<file path="src/rtl/regfile_sb.sv">
// Parametrised two-read/one-write register file with post-reset clear sequencer,
// optional write-to-read bypass and a per-register pending-write scoreboard.
module regfile_sb #(
  parameter int DATA_W   = 32,
  parameter int ADDR_W   = 5,
  parameter int NUM_REGS = 32,
  parameter int ZERO_REG = 1,
  parameter int BYPASS   = 1
) (
  input  logic              Clk,
  input  logic              Reset_n,
  input  logic [ADDR_W-1:0] A_Address,
  input  logic [ADDR_W-1:0] B_Address,
  output logic [DATA_W-1:0] A_Data,
  output logic [DATA_W-1:0] B_Data,
  output logic              A_Busy,
  output logic              B_Busy,
  input  logic [ADDR_W-1:0] C_Address,
  input  logic [DATA_W-1:0] C_Data,
  input  logic              Write,
  input  logic              Issue,
  input  logic [ADDR_W-1:0] Issue_Address,
  output logic              Ready
);

  typedef enum logic {CLEAR, RUN} state_t;

  localparam logic [ADDR_W-1:0] LAST = ADDR_W'(NUM_REGS - 1);

  state_t              state, state_nxt;
  logic [ADDR_W-1:0]   ptr, ptr_nxt;
  logic [DATA_W-1:0]   regs [NUM_REGS];
  logic [NUM_REGS-1:0] busy;
  logic                wr_en, is_en, ready;

  function automatic logic addr_valid(input logic [ADDR_W-1:0] addr);
    return (int'(addr) < NUM_REGS) && !((ZERO_REG != 0) && (addr == '0));
  endfunction

  // Returns {busy, data} as seen by one read port.
  function automatic logic [DATA_W:0] read_port(input logic [ADDR_W-1:0] addr);
    if (!ready || !addr_valid(addr))
      return '0;
    else if ((BYPASS != 0) && wr_en && (C_Address == addr))
      return {1'b0, C_Data};
    else
      return {busy[addr], regs[addr]};
  endfunction

  assign ready = (state == RUN);
  assign Ready = ready;
  assign wr_en = ready && Write && addr_valid(C_Address);
  assign is_en = ready && Issue && addr_valid(Issue_Address);

  always_ff @(posedge Clk or negedge Reset_n) begin
    if (!Reset_n) begin
      state <= CLEAR;
      ptr   <= '0;
    end else begin
      state <= state_nxt;
      ptr   <= ptr_nxt;
    end
  end

  always_comb begin
    state_nxt = state;
    ptr_nxt   = ptr;
    case (state)
      CLEAR: begin
        if (ptr == LAST) state_nxt = RUN;
        else             ptr_nxt   = ptr + 1'b1;
      end
      default: state_nxt = RUN;
    endcase
  end

  // Array has no reset; the CLEAR sweep zeroes it one entry per edge.
  always_ff @(posedge Clk) begin
    if (state == CLEAR)
      regs[ptr] <= '0;
    else if (wr_en)
      regs[C_Address] <= C_Data;
  end

  // Issue is applied after write so a same-address issue supersedes the clear.
  always_ff @(posedge Clk or negedge Reset_n) begin
    if (!Reset_n) begin
      busy <= '0;
    end else begin
      if (wr_en) busy[C_Address]     <= 1'b0;
      if (is_en) busy[Issue_Address] <= 1'b1;
    end
  end

  always_comb begin
    {A_Busy, A_Data} = read_port(A_Address);
    {B_Busy, B_Data} = read_port(B_Address);
  end

endmodule

</file>
<file path="config.mk">
export PLATFORM = sky130hd
export DESIGN_NAME = regfile_sb
export DESIGN_NICKNAME = d
export VERILOG_FILES = /design/src/rtl/regfile_sb.sv
export SDC_FILE = /design/constraint.sdc
export NUM_CORES = 1
export LEC_CHECK = 0
export BUFFER_PORTS_ARGS = -buffer_cell sky130_fd_sc_hd__buf_2
export CAP_MARGIN = 5
export CORE_MARGIN = 2
export CORE_UTILIZATION = 25
export DETAILED_ROUTE_END_ITERATION = 8
export PLACE_DENSITY = 0.5
export REMOVE_ABC_BUFFERS = 1
export SLEW_MARGIN = 20
export SYNTH_ARGS = -nofsm -noshare
export SYNTH_HDL_FRONTEND = slang
export SYNTH_SLANG_ARGS = --single-unit
</file>
<file path="constraint.sdc">
create_clock -name Clk -period 7.14 [get_ports Clk]
set_input_delay 0.357 -clock Clk [delete_from_list [all_inputs] [get_ports Clk]]
set_output_delay 0.357 -clock Clk [all_outputs]
set_load 0.01 [all_outputs]
</file>
==> flow_summary.json <==
{
  "hold_viol": 0,
  "critPathSlowestCell": "buf_4",
  "crit_required_ns": 6.78,
  "syn_avg_cell_area_um2": 18.7,
  "io_pins": 123,
  "gp_congestion": 0.787,
  "root_buffer": "clkbuf_16",
  "layout_commonest_cell": "edfxtp_1",
  "io_buffers": 122,
  "final_layout_size_suffix_gt1_frac": 0.315,
  "cts.sinks": 1062,
  "pwr-share-clk": 0.425,
  "synthArstFlopShare": 0.0358,
  "postCtsSetupRepairBufs": 0,
  "power.density_nw_per_um2": 247,
  "cpLargestDelayFamily": "buffers and inverters",
  "critPathBufInv": 3,
  "die_h_um": 449,
  "end_kind": "output pin",
  "sw_frac_of_total": 0.239,
  "cp.arrival_ns": 4.14,
  "period_share": 0.630,
  "critPathLaunchType": "register",
  "p_int_mw": 10.8,
  "wl_per_cell_um": 32.2,
  "fin_cells": 5501,
  "power_switching_mw": 3.39,
  "worst_clock_skew_ns": 0.0442,
  "slowest_delay_ns": 0.67,
  "cts_max_level": 3,
  "p_leak_nw": 19.5,
  "cts_tree": "yes",
  "drt_iter0_markers": 3334,
  "drcViolationCount": 0,
  "final_cell_mix": "edfxtp_1 (1024), mux4_2 (454), o22ai_1 (190)",
  "die_x_um": 449,
  "synth_seq_area_share": 0.639,
  "core_area_um2": 197000,
  "relSlewSlack": 0.225,
  "vias": 29800,
  "grt.total_usage": 0.171,
  "critPathMaxFanout": 33,
  "clockBufferDepth": 3,
  "yosysTopAreaCell": "edfxtp_1",
  "die-area_um2": 202000,
  "gr-total-overflow": 0,
  "synthesis.area_um2": 49600,
  "drt_wl_total_um": 177000,
  "grt_pass1_wl_um": 244000,
  "rsz0062_at_grt": "no",
  "yosys_most_used_dff": "edfxtp_1",
  "synth.distinct_cells": 62,
  "clk_pin_slew_worst_paths_ns": 0.05,
  "ys_ff_latch": 1062,
  "yosys-top-cells-area": "edfxtp_1 (62%), mux4_2 (21%), mux2i_1 (3.5%), o22ai_1 (2.4%), dfrtp_1 (1.9%)",
  "synth_edf_count": 1024,
  "yosysWarnings": 0,
  "ant_nets": 0,
  "peakVddDrop_mv": 0.201,
  "drv_slew": 0,
  "total_power_mw": 14.2,
  "drt_pass1_iterations": 6,
  "status": "completed",
  "cts_buffers": 119,
  "worst_slew_pin_slew_ns": 1.16,
  "row_count": 163,
  "max-cap-violations": 0,
  "cp_common_cell": "buf_4",
  "grt_pass1_vias": 29900,
  "start_util": 0.252,
  "areaGrowthSynthToFinish_pct": 15.8,
  "min_period_ns": 4.50,
  "fin_nets": 2819,
  "hold_class": "in2reg",
  "ctsResizeCount": 0,
  "power_frac_comb": 0.089,
  "insertion_delay_ns": 0.74,
  "post-place-cells": 5272,
  "fmax_mhz": 222,
  "grt_start_max_net_pins": 106,
  "crit_chain": "nand2_1, a21o_1, nor4_4, buf_4, nor2_4, buf_4, a22o_1, buf_2",
  "p_seq_frac": 0.487,
  "synthCells": 2651,
  "yosysTopAreaCellShare": 0.620,
  "post_drt_via_cell_ratio": 5.42,
  "final.setup.tns_ns": 0,
  "finalSetupViolations": 0,
  "antenna_found_initial": 7,
  "dpl.hpwl_um": 98300,
  "path_class": "reg2out"
}
cells in the mapped netlist (11+ instances only):
master    instances
xnor2_1          11
clkbuf_1        107
o221ai_1         62
nor4_1           35
a211o_1          31
mux4_2          454
a22o_1           31
edfxtp_1       1024
nand2_1          14
a21oi_1          36
buf_2            61
and2_1           34
nor3_1           34
o21ai_0          61
o22ai_1         190
mux2i_1         174
buf_4            37
nor2_1           57
a211oi_1         32
dfrtp_1          38
flip-flops by register name (all words and copies together) (netlist names):
signal and count:
Ready 1, busy 32, ptr 5, regs 1024
path summary, 6_finish.rpt:
kind | slack (ns) | start | endpoint | depth (start not counted)
max | 2.64 | Ready | B_Data[17] | 8
min | 0.06 | Issue_Address[1] | busy[10] | 3
max reg2reg | 3.19 | Ready | regs[20][0] | 5
min reg2reg | 0.41 | busy[0] | busy[0] | 0
max in group asynchronous | 6.24 | Reset_n | busy[31] | 2
min in group asynchronous | 0.34 | Reset_n | busy[21] | 2
cell type report:
cell class / count / area, um^2
inverter: 12 / 46.3
multi-input combinational: 1355 / 17100
tap: 2640 / 3300
clock inverter: 72 / 643
timing repair buffer: 211 / 1450
clock buffer: 147 / 3150
fill: 19400 / 140000
antenna: 2 / 5.00
sequential: 1062 / 31700
stage by stage:
stage	util	setup WS, ns	hold WS [ns]	instance area (um^2)
final	0.291	2.64	0.0646	57400
after global routing	0.291	2.48	0.0707	57400
after CTS	0.291	2.66	0.00246	57400
after detailed placement	0.271	2.80	0.391	53500
after global placement	0.271	2.80	0.385	53500
after floorplan	-	3.43	0.0614	48500
logic make-up (layout without fill, tap and decap cells):
| logic type | count (synthesis) | count (layout) | share of synthesized area |
|---|---|---|---|
| DFF | 1062 | 1062 | 0.639 |
| muxes | 634 | 634 | 0.243 |
| AOI/OAI and AO/OA | 485 | 485 | 0.0675 |
| buffers and inverters | 234 | 442 | 0.0236 |
| and+or+nand+nor | 221 | 221 | 0.0241 |
| xor gates and xnor gates | 13 | 13 | 0.00230 |
| adders and majority gates | 2 | 2 | 0.000504 |
| other | 0 | 2 | 0 |
worst min-delay path, delay by kind of cell:
kind | cells | cell delay [ns]
AOI/OAI and AO/OA | 1 | 0.09
buffers and inverters | 1 | 0.14
and+or+nand+nor | 1 | 0.14
repair_timing:
item,CTS,global route
endpoints found under the setup margin,0,0
hold buffers,7,0
hold endpoints to repair,44,0
routing by layer:
| layer | GRT usage | share of wire | routed length (um) |
|---|---|---|---|
| met5 | 0 | 0.000073 | 13 |
| met4 | 0.0537 | 0.034 | 6010 |
| met3 | 0.0279 | 0.070 | 12400 |
| met2 | 0.283 | 0.48 | 85400 |
| met1 | 0.229 | 0.41 | 73000 |
power groups by stage:
stage                     clock (mW)  sequential, mW  combinational, mW
final                           6.02            6.90               1.26
after CTS                       6.13            6.90               1.27
after global placement             0            7.03               1.26
after detailed placement           0            7.03               1.27
after floorplan                    0            7.02              0.598
after global routing            6.35            6.90               1.33
No activity file was read; power rests on OpenSTA's default activity.
